## config.mk

```make
export PLATFORM = sky130hd
export DESIGN_NAME = pwm_fader_array
export DESIGN_NICKNAME = d
export VERILOG_FILES = /design/src/rtl/pwm_fader_array.sv
export SDC_FILE = /design/constraint.sdc
export NUM_CORES = 1
export LEC_CHECK = 0
export BUFFER_PORTS_ARGS = -buffer_cell sky130_fd_sc_hd__buf_2
export CORE_UTILIZATION = 27
export DETAILED_ROUTE_END_ITERATION = 10
export SLEW_MARGIN = 20
export SYNTH_ARGS = -nofsm -noshare
export SYNTH_HDL_FRONTEND = slang
export SYNTH_SLANG_ARGS = --single-unit
```

## constraint.sdc

```tcl
create_clock -name clk -period 3.88 [get_ports clk]
set_input_delay 0.388 -clock clk [delete_from_list [all_inputs] [get_ports clk]]
set_output_delay 0.388 -clock clk [all_outputs]
set_load 0.05 [all_outputs]
```

## src/rtl/pwm_fader_array.sv

```systemverilog
// -----------------------------------------------------------------------------
// pwm_fader_array
//
// Purpose:
//   Multi-channel LED "breathing" controller. One shared period counter feeds
//   CHANNELS comparators. Each channel has its own duty register that sweeps
//   as a triangle between DUTY_MIN and DUTY_MAX. Channels start at staggered
//   duties, so the bank shows a travelling wave.
//
// Optional feature macro: PWM_CENTER_ALIGNED_EN
//   Undefined (default): edge-aligned carrier, cnt runs 0..PERIOD-1 and wraps.
//   Defined: centre-aligned carrier. cnt runs up 0..PERIOD-1 and then down
//   PERIOD-1..0, giving a carrier of 2*PERIOD cycles.
//
// Ports:
//   clk          system clock
//   rst_n        asynchronous active-low reset
//   en           1 = run; 0 = outputs low and counter parked at 0
//   freeze       1 = hold duties, directions and the update divider
//   pwm_out      registered PWM outputs, one per channel
//   period_tick  one-cycle pulse in the cycle after each carrier wrap
// -----------------------------------------------------------------------------
module pwm_fader_array #(
   parameter int CLK_FREQ = 25_000_000,
   parameter int PWM_FREQ = 1250,
   parameter int CHANNELS = 8,
   parameter int WIDTH    = 16,
   parameter int MAX_PCT  = 70,
   parameter int MIN_PCT  = 1,
   parameter int STEP     = 1,
   parameter int STEP_DIV = 1
) (
   input  logic                clk,
   input  logic                rst_n,
   input  logic                en,
   input  logic                freeze,
   output logic [CHANNELS-1:0] pwm_out,
   output logic                period_tick
);

   localparam int PERIOD   = CLK_FREQ / PWM_FREQ;
   localparam int DUTY_MAX = PERIOD * MAX_PCT / 100;
   localparam int DUTY_MIN = PERIOD * MIN_PCT / 100;
   localparam int SW       = (STEP_DIV > 1) ? $clog2(STEP_DIV) : 1;

   localparam logic [WIDTH-1:0] PERIOD_LAST = WIDTH'(PERIOD - 1);
   localparam logic [WIDTH-1:0] DUTY_MAX_W  = WIDTH'(DUTY_MAX);
   localparam logic [WIDTH-1:0] DUTY_MIN_W  = WIDTH'(DUTY_MIN);
   localparam logic [WIDTH-1:0] STEP_W      = WIDTH'(STEP);
   localparam logic [WIDTH:0]   DUTY_MAX_X  = (WIDTH+1)'(DUTY_MAX);
   localparam logic [WIDTH:0]   DUTY_MIN_X  = (WIDTH+1)'(DUTY_MIN);
   localparam logic [WIDTH:0]   STEP_X      = (WIDTH+1)'(STEP);
   localparam logic [SW-1:0]    STEP_LAST   = SW'(STEP_DIV - 1);

   logic [WIDTH-1:0]    cnt_q, cnt_d;
   logic [SW-1:0]       step_cnt_q, step_cnt_d;
   logic [CHANNELS-1:0] pwm_out_q, pwm_out_d;
   logic                period_tick_q, period_tick_d;
   logic                wrap;
   logic                fade_upd;

   // ---------------------------------------------------------------------
   // Carrier counter
   // ---------------------------------------------------------------------
`ifdef PWM_CENTER_ALIGNED_EN
   logic up_q, up_d;

   always_comb begin
      cnt_d = cnt_q;
      up_d  = up_q;
      wrap  = 1'b0;
      if (!en) begin
         cnt_d = '0;
         up_d  = 1'b1;
      end else if (up_q) begin
         // Top endpoint is held for one extra cycle while turning around.
         if (cnt_q == PERIOD_LAST) begin
            up_d = 1'b0;
         end else begin
            cnt_d = cnt_q + WIDTH'(1);
         end
      end else begin
         // Last cycle of the down phase closes the carrier period.
         if (cnt_q == '0) begin
            up_d = 1'b1;
            wrap = 1'b1;
         end else begin
            cnt_d = cnt_q - WIDTH'(1);
         end
      end
   end

   always_ff @(posedge clk or negedge rst_n) begin
      if (!rst_n) begin
         up_q <= 1'b1;
      end else begin
         up_q <= up_d;
      end
   end
`else
   always_comb begin
      cnt_d = cnt_q;
      wrap  = 1'b0;
      if (!en) begin
         cnt_d = '0;
      end else if (cnt_q == PERIOD_LAST) begin
         cnt_d = '0;
         wrap  = 1'b1;
      end else begin
         cnt_d = cnt_q + WIDTH'(1);
      end
   end
`endif

   // ---------------------------------------------------------------------
   // Update divider. Freeze stalls it, so the fade resumes exactly where it
   // stopped once freeze is released.
   // ---------------------------------------------------------------------
   always_comb begin
      step_cnt_d    = step_cnt_q;
      period_tick_d = wrap;
      fade_upd      = 1'b0;
      if (wrap && !freeze) begin
         if (step_cnt_q == STEP_LAST) begin
            step_cnt_d = '0;
            fade_upd   = 1'b1;
         end else begin
            step_cnt_d = step_cnt_q + SW'(1);
         end
      end
   end

   // ---------------------------------------------------------------------
   // Per-channel triangle fade and comparator. Duty only moves on a wrap,
   // so each carrier period sees one stable duty value.
   // ---------------------------------------------------------------------
   for (genvar gi = 0; gi < CHANNELS; gi++) begin : g_ch
      localparam logic [WIDTH-1:0] DUTY_RST =
         WIDTH'(DUTY_MIN + (gi * (DUTY_MAX - DUTY_MIN)) / CHANNELS);

      logic [WIDTH-1:0] duty_q, duty_d;
      logic             dir_q, dir_d;
      logic [WIDTH:0]   duty_x;

      always_comb begin
         duty_d = duty_q;
         dir_d  = dir_q;
         // One extra bit so duty+STEP and DUTY_MIN+STEP cannot wrap.
         duty_x = {1'b0, duty_q};
         if (fade_upd) begin
            if (dir_q) begin
               if (duty_x + STEP_X >= DUTY_MAX_X) begin
                  duty_d = DUTY_MAX_W;
                  dir_d  = 1'b0;
               end else begin
                  duty_d = duty_q + STEP_W;
               end
            end else begin
               if (duty_x <= DUTY_MIN_X + STEP_X) begin
                  duty_d = DUTY_MIN_W;
                  dir_d  = 1'b1;
               end else begin
                  duty_d = duty_q - STEP_W;
               end
            end
         end
      end

      always_ff @(posedge clk or negedge rst_n) begin
         if (!rst_n) begin
            duty_q <= DUTY_RST;
            dir_q  <= 1'b1;
         end else begin
            duty_q <= duty_d;
            dir_q  <= dir_d;
         end
      end

      assign pwm_out_d[gi] = en & (cnt_q < duty_q);
   end

   // ---------------------------------------------------------------------
   // Shared state registers
   // ---------------------------------------------------------------------
   always_ff @(posedge clk or negedge rst_n) begin
      if (!rst_n) begin
         cnt_q         <= '0;
         step_cnt_q    <= '0;
         pwm_out_q     <= '0;
         period_tick_q <= 1'b0;
      end else begin
         cnt_q         <= cnt_d;
         step_cnt_q    <= step_cnt_d;
         pwm_out_q     <= pwm_out_d;
         period_tick_q <= period_tick_d;
      end
   end

   assign pwm_out     = pwm_out_q;
   assign period_tick = period_tick_q;

endmodule

```

==> out/results.txt, run 1 <==
FF-to-FF setup slack: 0.52 ns
Post-synth EDFFs: 0
Worst r2r path cells: 10
Final Hold Viols: 0
Crit-path most repeated cell: buf_4
Setup slack at placement: 0.604 ns
Leading area contributor after synthesis: dfrtp_1
Top post-synthesis cells by area: dfrtp_1, ha_1, dfstp_2
Register area share after synthesis: 24.6%
Die height: 251 µm
Die ar.: 0.0628 mm²
Yosys top cell area share: 14.3%
Antenna violation net count after detailed routing: 0
Skew-Pair Late Insertion Delay: 0.50 ns
Post-synth cell types: 99
Setup ws final: 0.515 ns
Synthesized area: 0.0167 mm²
Slew Viols, Final: 0
CP Launch Type: register
Initial Utilization: 27.5%
Sequential share of power: 44.2%
WL final: 54300 µm
Vias in the first global route: 16020
Final Critical Period: 3.36 ns
Number of antenna diodes: 0
Worst hold path type: primary input to register
Final worst clock skew: 0.0118 ns
Seq cells post-synth: 161
Slowest CP cell: nor3_4
YS warnings: 0
Sw Ratio: 30.9%
First-pass detailed-route iteration total: 9
Synthesized area per cell: 7.69 µm²
Area grow syn2layout: 8.63%
Critical Path Start: cnt_q[1]
Worst path cell trace: buf_4, ha_1, and4_1, nand4_1, nor3_4, buf_4, o21ai_1, a31oi_1, a21oi_1, o2bb2ai_1
Fill cell count: 6380
Clock Tree Root: clkbuf_16
Detail Placement HPWL: 37800 µm
Clk pin slew, worst setup/hold paths: 0.08 ns
Endpoint class of the critical path: register
Core footprint: 0.0607 mm²
Share of cells above drive strength 1: 9.75%
Cell depth of the worst hold path: 3
Power per cell area: 230 mW/mm²
Setup TNS: 0 ns
CP peak stage delay: 0.59 ns
Final Cell Area: 0.0181 mm²
Post-place instance area: 0.0175 mm²
WL per Instance: 18.7 µm
Maximum vdd drop: 322 µV
GRT overflow: 0
Via count: 16943
Logic gate share of total power: 11.8%
Syn nets: 2327
Worst slew margin relative to its limit: 34.4%
Crit Path Category: register to register
Required time of the critical path: 4.31 ns
H-tree levels: 4
Max Root-Sink Buffers: 2
R2R Path Start: cnt_q[1]
Hold path start: en
Post-synth ARST share: 100%
Slew @ Worst Pin: 0.978 ns
Ports: 13
Largest net degree at the start of global routing: 90
CTS Sinks: 161
CTS tree: done
Via density: 5.83
Antenna violations before repair: 0
Input/output buffers: 12
Core Rows: 90
Sw Pwr: 1290 µW
Clk pwr share: 44.0%
Final GP Congestion: 0.986
Total GRT Usage: 17.3%
Crit path DAT: 3.80 ns
Outcome: complete, no violations
Max Clock Freq: 297 MHz
First-pass GRT wire length: 87900 µm
Die width: 251 µm
Maxcap violations: 0
Top post-synthesis cells by count: nor2_1, a21oi_1, o21ai_0
Starting DRT DRC Count: 1811
Count leader, synth: nor2_1
Static Leak: 0.00724 µW
Reg2reg end: g_ch[0].duty_q[9]
Num CTS Buffers: 17
Period Utilization, post-route: 86.7%
WHS Endpoint: cnt_q[4]
Worst Path Max Fanout: 14
DR DRC count: 0
Unrepaired setup endpoints after global routing: false
P_int: 2880 µW
Nets: 2267
Final setup fails: 0
Post-synthesis cell count: 2170
Top_reg_cell synth: dfrtp_1
per-stage QoR:
step                total power, µW  hold slack [ns]  std cells  utilization, %
floorplan                      2180           0.0924       2170               -
global placement               2350            0.487       2872            28.8
detailed placement             2350            0.488       2872            28.8
CTS                            4210            0.357       2905            29.8
global route                   4340            0.383       2905            29.9
finish                         4170            0.374       2905            29.9
cell usage in the layout, fill, tap and decap left out, types with 15 or more instances in the layout:
| cell | count |
|---|---|
| and4_1 | 15 |
| dfrtp_1 | 95 |
| nand4_1 | 64 |
| dfstp_2 | 66 |
| o31ai_1 | 49 |
| clkbuf_16 | 17 |
| nand3_1 | 91 |
| a211oi_1 | 20 |
| inv_1 | 144 |
| ha_1 | 153 |
| or3_1 | 24 |
| a21o_1 | 56 |
| nand2b_1 | 15 |
| nand2_1 | 142 |
| buf_4 | 45 |
| nor3_1 | 67 |
| nor2_1 | 200 |
| o21ai_0 | 166 |
| a21oi_1 | 166 |
| xnor2_1 | 73 |
| and3_1 | 32 |
| a31oi_1 | 31 |
| nor4_1 | 31 |
registers in the layout, summed over array words and instances, names as in the netlist:
| register | cells |
|---|---|
| cnt_q | 16 |
| g_ch.dir_q | 8 |
| pwm_out | 8 |
| g_ch.duty_q | 128 |
| period_tick | 1 |
critical path: cells and delay by family, from the launching register on:
kind	cells	cell delay, ns
AO/OA/AOI/OAI	4	0.97
adder cells (fa/ha/maj)	1	0.25
buffers and inverters	2	0.53
flip-flops	1	0.32
AND/OR/NAND/NOR	3	1.21
worst max-delay path by stage:
stage / slack, ns / end
floorplan: 1.14 / g_ch[6].duty_q[13]
global placement: 0.68 / g_ch[0].duty_q[1]
detailed placement: 0.60 / g_ch[0].duty_q[1]
CTS: 0.56 / g_ch[3].duty_q[3]
global route: 0.29 / g_ch[5].duty_q[3]
finish: 0.52 / g_ch[0].duty_q[9]
metal layers:
metal	vias up	part of all wire, %	wire, µm	global-route usage, %
met4	0	2.5	1340	6.45
met3	111	6.7	3620	2.49
met1	8125	45	24400	23.5
met5	-	0	0	0
li1	7975	-	-	-
met2	732	46	24900	27.6
cell families (layout without fill, tap and decap cells):
logic type               Yosys count  after routing  share of synthesized area, %
AO/OA/AOI/OAI                    709            709                          28.3
adder cells (fa/ha/maj)          153            153                          11.5
buffers and inverters            287            240                          6.91
flip-flops                       161            161                          24.6
AND/OR/NAND/NOR                  769            769                          23.8
multiplexers                       9              9                         0.570
XOR/XNOR                          82             82                          4.31
power groups by stage:
| stage | Sequential, µW | Combinational (µW) | Clock (µW) |
|---|---|---|---|
| after global routing | 1850 | 549 | 1950 |
| after floorplan | 1820 | 365 | 0 |
| after detailed placement | 1870 | 489 | 0 |
| final | 1840 | 493 | 1830 |
| after global placement | 1870 | 480 | 0 |
| after CTS | 1840 | 492 | 1890 |
layout make-up:
| type | instances | area [µm²] | share of cell area (%) |
|---|---|---|---|
| Clock inverter | 15 | 174 | 0.960 |
| Clock buffer | 17 | 425 | 2.35 |
| Inverter | 149 | 559 | 3.09 |
| Timing Repair Buffer | 59 | 434 | 2.40 |
| Multi-Input combinational cell | 1722 | 11400 | 63.1 |
| Sequential cell | 161 | 4110 | 22.7 |
| Tap cell | 782 | 978 | 5.40 |
timing repair:
item	CTS	global route
gates resized for setup	0	0
hold endpoints to repair	32	0
buffers inserted	0	0
hold buffers	1	0
No activity file was read; power rests on OpenSTA's default activity.
==> inputs of run 2 (changes only) <==
Settings changed: ABC_AREA set to 1, CORE_UTILIZATION 27 to 56, PLACE_DENSITY set to 0.72.
==> run 2 against run 1 <==
  * Clock skew is 0.0037 ns lower
  * Sequential power hardly changed
  * Critical path depth is 1 lower
  * Sequential cell count stayed put
  * Wire length is 1.6% lower
  * Cell area is 0.24% higher
  * Combinational power is 13% higher
  * Non-clock buffer count is 24 lower
  * Power is 2.8% higher
  * Fmax is 15% higher
  * Sequential share of layout area is 0.055 points lower
  * Clock-buffer cell count is 3 higher
==> out/results.txt, run 2 <==
Outcome: complete, no violations (unchanged)
Post-synth cell types: 42 (was 99)
Slew Viols, Final: 0 (unchanged)
Area fraction in compound gates after synthesis: 11.4% (was 28.3%)
DR DRC count: 0 (unchanged)
Mux contribution to synthesized area: 0% (was 0.570%)
Num CTS Buffers: 17 (unchanged)
Post-layout util: 59.4% (was 29.9%)
Endpoint class of the critical path: register (unchanged)
Area grow syn2layout: 4.51% (was 8.63%)
WHS Endpoint: cnt_q[10] (was cnt_q[4])
Register area share after synthesis: 23.7% (was 24.6%)
Clk pin slew, worst setup/hold paths: 0.07 ns (was 0.08 ns)
Final worst clock skew: 0.00811 ns (was 0.0118 ns)
CP peak stage delay: 0.64 ns (was 0.59 ns)
Post-synthesis cell count: 2786 (was 2170)
Die height: 178 µm (was 251 µm)
Clock Tree Root: clkbuf_16 (unchanged)
Maxcap violations: 0 (unchanged)
Skew-Pair Late Insertion Delay: 0.46 ns (was 0.50 ns)
Antenna violation net count after detailed routing: 0 (unchanged)
WL per Instance: 17.0 µm (was 18.7 µm)
Detail Placement HPWL: 38400 µm (was 37800 µm)
Worst r2r path cells: 9 (was 10)
Top post-synthesis cells by count: nand2_1, inv_1, nor2_1 (was nor2_1, a21oi_1, o21ai_0)
Crit path DAT: 3.27 ns (was 3.80 ns)
Max reg flops: 128 (unchanged)
Vias in the first global route: 16739 (was 16020)
Crit Path Category: register to register (unchanged)
Input/output buffers: 12 (unchanged)
Post-synth EDFFs: 0 (unchanged)
Biggest regs: g_ch.duty_q (128), cnt_q (16) (unchanged)
Core footprint: 0.0306 mm² (was 0.0607 mm²)
Post-synth ARST share: 100% (unchanged)
FF-to-FF setup slack: 0.96 ns (was 0.52 ns)
R2R Path Start: cnt_q[8] (was cnt_q[1])
Antenna violations before repair: 0 (unchanged)
Core Rows: 64 (was 90)
WL final: 53400 µm (was 54300 µm)
Number of antenna diodes: 0 (unchanged)
Required time of the critical path: 4.22 ns (was 4.31 ns)
Most frequent cells in the layout: nand2_1, inv_1, nor2_1 (was nor2_1, o21ai_0, a21oi_1)
Count leader, synth: nand2_1 (was nor2_1)
Synthesized area per cell: 6.24 µm² (was 7.69 µm²)
Max Clock Freq: 342 MHz (was 297 MHz)
Worst slew margin relative to its limit: 34.9% (was 34.4%)
CTS tree: done (unchanged)
Syn nets: 2943 (was 2327)
Main combinational cell family by area after synthesis: simple AND/OR/NAND/NOR gates (was compound AO/OA/AOI/OAI gates)
Final Critical Period: 2.92 ns (was 3.36 ns)
First-pass detailed-route iteration total: 6 (was 9)
Yosys top cell area share: 16.2% (was 14.3%)
Initial Utilization: 56.8% (was 27.5%)
Starting DRT DRC Count: 1706 (was 1811)
Critical Path Start: cnt_q[8] (was cnt_q[1])
Power per cell area: 236 mW/mm² (was 230 mW/mm²)
Top_reg_cell synth: dfrtp_1 (unchanged)
Unrepaired setup endpoints after global routing: false (unchanged)
Final Hold Viols: 0 (unchanged)
Largest net degree at the start of global routing: 77 (was 90)
Cell depth of the worst hold path: 3 (unchanged)
H-tree levels: 4 (unchanged)
Static Leak: 0.00872 µW (was 0.00724 µW)
Slowest CP cell: dfrtp_1 (was nor3_4)
Seq cells post-synth: 161 (unchanged)
Nets: 2886 (was 2267)
Post-CTS setup buffer count: 0 (unchanged)
Post-synthesis simple-gate area fraction: 38.4% (was 23.8%)
Commonest non-fill, non-tap cell in the layout: nand2_1 (was nor2_1)
Max Root-Sink Buffers: 2 (unchanged)
Top Family by Delay on Critical Path: simple AND/OR/NAND/NOR gates (unchanged)
Synth Area in Adders: 11.0% (was 11.5%)
Worst Path Max Fanout: 75 (was 14)
Top post-synthesis cells by area: nand2_1, dfrtp_1, ha_1 (was dfrtp_1, ha_1, dfstp_2)
Synthesized area: 0.0174 mm² (was 0.0167 mm²)
Setup TNS: 0 ns (unchanged)
Fill cell count: 2999 (was 6380)
Register name with the most flops: g_ch.duty_q (unchanged)
Hold path start: en (unchanged)
Crit-path most repeated cell: nand2_1 (was buf_4)
Post-synthesis xor/xnor area fraction: 4.43% (was 4.31%)
Via count: 18264 (was 16943)
Worst hold path type: primary input to register (unchanged)
Maximum vdd drop: 332 µV (was 322 µV)
Total GRT Usage: 34.3% (was 17.3%)
Worst path cell trace: inv_1, nand2_1, nor4_4, nand3_1, nor2_2, nand2_4, buf_4, nand2_1, nand2_1 (was buf_4, ha_1, and4_1, nand4_1, nor3_4, buf_4, o21ai_1, a31oi_1, a21oi_1, o2bb2ai_1)
Reg2reg end: g_ch[7].duty_q[12] (was g_ch[0].duty_q[9])
Final setup fails: 0 (unchanged)
Crit path buffers/inverters: 2 (unchanged)
YS warnings: 0 (unchanged)
GRT overflow: 0 (unchanged)
Ports: 13 (unchanged)
Share of cells above drive strength 1: 6.60% (was 9.75%)
Via density: 5.82 (was 5.83)
Leading area contributor after synthesis: nand2_1 (was dfrtp_1)
CP Launch Type: register (unchanged)
Die ar.: 0.0317 mm² (was 0.0628 mm²)
Period Utilization, post-route: 75.4% (was 86.7%)
Die width: 178 µm (was 251 µm)
Slew @ Worst Pin: 0.977 ns (was 0.978 ns)
First-pass GRT wire length: 86300 µm (was 87900 µm)
Final GP Congestion: 0.957 (was 0.986)
CTS Sinks: 161 (unchanged)
## run 2: cell types whose count changed after synthesis, sizes merged, moves of 67 or more
cell	delta
nand4	+79
xnor2	-67
nor2	+167
inv	+205
xor2	+73
nand3	+121
nand2	+615
## run 2: through the flow
stage / std cells / area (µm²) / power [µW] / worst slack, ns / hold slack (ns)
floorplan: 2786 / 17400 / 2220 / 1.90 / 0.0924
global placement: 3105 / 17500 / 2380 / 1.08 / 0.480
detailed placement: 3105 / 17500 / 2390 / 0.996 / 0.477
CTS: 3138 / 18200 / 4300 / 0.988 / 0.210
global route: 3138 / 18200 / 4450 / 0.681 / 0.211
finish: 3138 / 18200 / 4280 / 0.955 / 0.222
## run 2: cell families (layout without fill, tap and decap cells)
| family | after synthesis | count (layout) |
|---|---|---|
| adders and majority gates | 153 | 153 |
| buffers and inverters | 466 | 422 |
| xor gates and xnor gates | 88 | 88 |
| DFF | 161 | 161 |
| AOI/OAI and AO/OA | 378 | 378 |
| and+or+nand+nor | 1540 | 1540 |
## run 2: worst max-delay path by stage
stage	endpoint	cells past startpoint
3_5_place_dp	g_ch[7].duty_q[12]	9
6_report	g_ch[7].duty_q[12]	9
4_1_cts	g_ch[7].duty_q[12]	9
2_1_floorplan	g_ch[6].duty_q[9]	12
3_3_place_gp	g_ch[5].duty_q[12]	9
5_1_grt	g_ch[2].duty_q[0]	9
## run 2: power by group
group | switching [µW] | total [µW] | leakage (µW) | internal (µW)
combinational | 386 | 557 | 0.00651 | 171
clock | 793 | 1910 | 0.000302 | 1120
sequential | 79.2 | 1820 | 0.00190 | 1740
## run 2: worst min-delay path: stages
cell	delay (ns)
buf_2	0.13
nand3_1	0.08
a21oi_1	0.04
## run 2: cell type report
| type | instances | area, µm² | area share [%] |
|---|---|---|---|
| Clock inverter | 12 | 179 | 0.985 |
| Inverter | 355 | 1330 | 7.34 |
| Sequential cell | 161 | 4110 | 22.6 |
| Timing Repair Buffer | 35 | 241 | 1.33 |
| Clock buffer | 20 | 458 | 2.52 |
| Multi-Input combinational cell | 2159 | 11300 | 62.5 |
| Tap cell | 396 | 495 | 2.73 |
## run 2: per-layer routing
metal  track usage (%)  vias to the layer above  share of wire (%)
met5                 0                        -                  0
met4              11.4                        0                2.7
met2              56.3                      761                 46
met1              46.1                     8403                 44
li1                  -                     8990                  -
met3              4.99                      110                7.2
## run 2: what timing repair did
item / in CTS / in global routing
endpoints found under the hold margin: 9 / 0
hold buffers: 1 / 0
gates resized for setup: 0 / 0
endpoints found under the setup margin: 0 / 0
==> inputs of run 3 (changes only) <==
Settings changed: PLACE_DENSITY 0.72 to 0.75.
Clock period 3.88 ns to 2.4 ns, I/O delays scaled along.
==> run 3 against run 2 <==
  * Clock power increased by 61%
  * Critical path type unchanged
  * Cell count increased by 2.3%
  * Clock-buffer cell count increased by 1
  * Die area unchanged
  * Combinational power increased by 70%
  * Global-route usage increased by 0.90 points
  * Highest routed layer is now met5
  * Sequential cell count unchanged
  * Power increased by 62%
  * Clock skew increased by 0.0043 ns
==> out/results.txt, run 3 (synthesized netlist as in run 2, its figures left out) <==
Total GRT Usage: 35.2% (was 34.3%)
WL per Instance: 17.2 µm (was 17.0 µm)
Required time of the critical path: 2.74 ns (was 4.22 ns)
Cell depth of the worst hold path: 3 (unchanged)
Hold Slack: 0.0800 ns (was 0.222 ns)
Endpoint class of the critical path: register (unchanged)
Biggest regs: g_ch.duty_q (128), cnt_q (16) (unchanged)
Core Rows: 64 (unchanged)
Ports: 13 (unchanged)
Max reg flops: 128 (unchanged)
Clk pin slew, worst setup/hold paths: 0.08 ns (was 0.07 ns)
CP Launch Type: register (unchanged)
Worst slew margin relative to its limit: 65.5% (was 34.9%)
Worst path cell trace: nand2_1, nor2_2, nand2_2, o21ai_0, nand3_1, nor2_1, nand3_1, buf_4, a21oi_1, o21ai_1 (was inv_1, nand2_1, nor4_4, nand3_1, nor2_2, nand2_4, buf_4, nand2_1, nand2_1)
Final Hold Viols: 0 (unchanged)
Starting DRT DRC Count: 1978 (was 1706)
Skew-Pair Late Insertion Delay: 0.45 ns (was 0.46 ns)
Die ar.: 0.0317 mm² (unchanged)
Max Root-Sink Buffers: 2 (unchanged)
Worst Path Max Fanout: 10 (was 75)
Fill cell count: 2938 (was 2999)
FF-to-FF setup slack: 0.09 ns (was 0.96 ns)
Vias in the first global route: 17433 (was 16739)
Detail Placement HPWL: 40000 µm (was 38400 µm)
CTS tree: done (unchanged)
Area grow syn2layout: 8.58% (was 4.51%)
CP peak stage delay: 0.64 ns (about the same)
Critical Path Start: g_ch[4].duty_q[4] (was cnt_q[8])
Die height: 178 µm (unchanged)
DR DRC count: 0 (unchanged)
Most frequent cells in the layout: nand2_1, inv_1, nor2_1 (unchanged)
Via count: 18876 (was 18264)
Slew @ Worst Pin: 0.513 ns (was 0.977 ns)
GRT overflow: 0 (unchanged)
Commonest non-fill, non-tap cell in the layout: nand2_1 (unchanged)
Final GP Congestion: 0.990 (was 0.957)
H-tree levels: 4 (unchanged)
Dpl cells: 3165 (was 3105)
Antenna violation net count after detailed routing: 0 (unchanged)
Initial Utilization: 56.8% (unchanged)
Number of antenna diodes: 0 (unchanged)
Slowest CP cell: dfstp_2 (was dfrtp_1)
Post-Layout Cell Count: 3210 (was 3138)
First-pass detailed-route iteration total: 8 (was 6)
Post-layout util: 61.7% (was 59.4%)
Core footprint: 0.0306 mm² (unchanged)
Maxcap violations: 0 (unchanged)
Largest net degree at the start of global routing: 63 (was 77)
Antenna violations before repair: 1 (was 0)
Crit-path most repeated cell: nand3_1 (was nand2_1)
WHS Endpoint: cnt_q[4] (was cnt_q[10])
Maximum vdd drop: 526 µV (was 332 µV)
First-pass GRT wire length: 88400 µm (was 86300 µm)
Share of cells above drive strength 1: 9.74% (was 6.60%)
Worst r2r path cells: 10 (was 9)
Final setup fails: 0 (unchanged)
WL final: 55300 µm (was 53400 µm)
Outcome: complete, no violations (unchanged)
Reg2reg end: g_ch[4].duty_q[0] (was g_ch[7].duty_q[12])
Hold path start: en (unchanged)
R2R Path Start: g_ch[4].duty_q[4] (was cnt_q[8])
Final worst clock skew: 0.0124 ns (was 0.00811 ns)
Design Power: 6950 µW (was 4280 µW)
CTS Sinks: 161 (unchanged)
Nets: 2958 (was 2886)
Crit path DAT: 2.65 ns (was 3.27 ns)
Power per cell area: 368 mW/mm² (was 236 mW/mm²)
Static Leak: 0.00911 µW (was 0.00872 µW)
Via density: 5.88 (was 5.82)
Crit Path Category: register to register (unchanged)
Period Utilization, post-route: 96.3% (was 75.4%)
Input/output buffers: 12 (unchanged)
Slew Viols, Final: 0 (unchanged)
Clock Tree Root: clkbuf_16 (unchanged)
Num CTS Buffers: 17 (unchanged)
Worst hold path type: primary input to register (unchanged)
Die width: 178 µm (unchanged)
Final Critical Period: 2.31 ns (was 2.92 ns)
Max Clock Freq: 433 MHz (was 342 MHz)
Register name with the most flops: g_ch.duty_q (unchanged)
## run 3: worst max path at each step
stage	end	slack [ns]
after floorplan	g_ch[6].duty_q[9]	0.42
after global placement	g_ch[4].duty_q[2]	0.14
after detailed placement	g_ch[1].duty_q[6]	0.10
after CTS	g_ch[1].duty_q[6]	0.06
after global routing	g_ch[2].duty_q[14]	-0.04
final	g_ch[4].duty_q[0]	0.09
## run 3: stage by stage
| step | worst slack, ns | cell area (µm²) | TNS, ns |
|---|---|---|---|
| 2_1_floorplan | 0.417 | 17400 | 0 |
| 3_5_place_dp | 0.104 | 18000 | 0 |
| 6_report | 0.0889 | 18900 | 0 |
| 5_1_grt | -0.0426 | 18900 | -0.121 |
| 4_1_cts | 0.0607 | 18700 | 0 |
| 3_3_place_gp | 0.144 | 18000 | 0 |
## run 3: power by group
| part | total, µW | internal (µW) | switching [µW] |
|---|---|---|---|
| clock network | 3080 | 1810 | 1270 |
| registers | 2930 | 2810 | 122 |
| logic | 945 | 306 | 639 |
## run 3: layout make-up
| class | instances | area, µm² | share of cell area [%] |
|---|---|---|---|
| flip-flops and latches | 161 | 4110 | 21.8 |
| repair buffers | 107 | 867 | 4.59 |
| well taps | 396 | 495 | 2.63 |
| clock buffers | 21 | 460 | 2.44 |
| clock inverters | 11 | 178 | 0.941 |
| multi-input cells | 2159 | 11400 | 60.5 |
| inverters | 355 | 1330 | 7.06 |
## run 3: per-layer routing
layer	track usage [%]	vias to the layer above	share of wire [%]	wire [µm]
met1	46.2	8710	43	23600
li1	-	9123	-	-
met2	57.7	877	46	25400
met5	0	-	0.020	11
met4	13.7	2	3.4	1860
met3	5.86	164	7.9	4380
## run 3: timing repair
item / 4_1_cts / 5_1_grt
buffers inserted: 0 / 12
resized for setup: 0 / 26
hold endpoints to repair: 22 / 0
hold buffers: 1 / 0
setup endpoints to repair: 0 / 85
## run 3: critical path, delay by kind of cell, from the launching register on
| kind | cells | cell delay, ns |
|---|---|---|
| AOI/OAI and AO/OA | 3 | 0.47 |
| and+or+nand+nor | 6 | 0.89 |
| buffers and inverters | 1 | 0.20 |
| DFF | 1 | 0.64 |
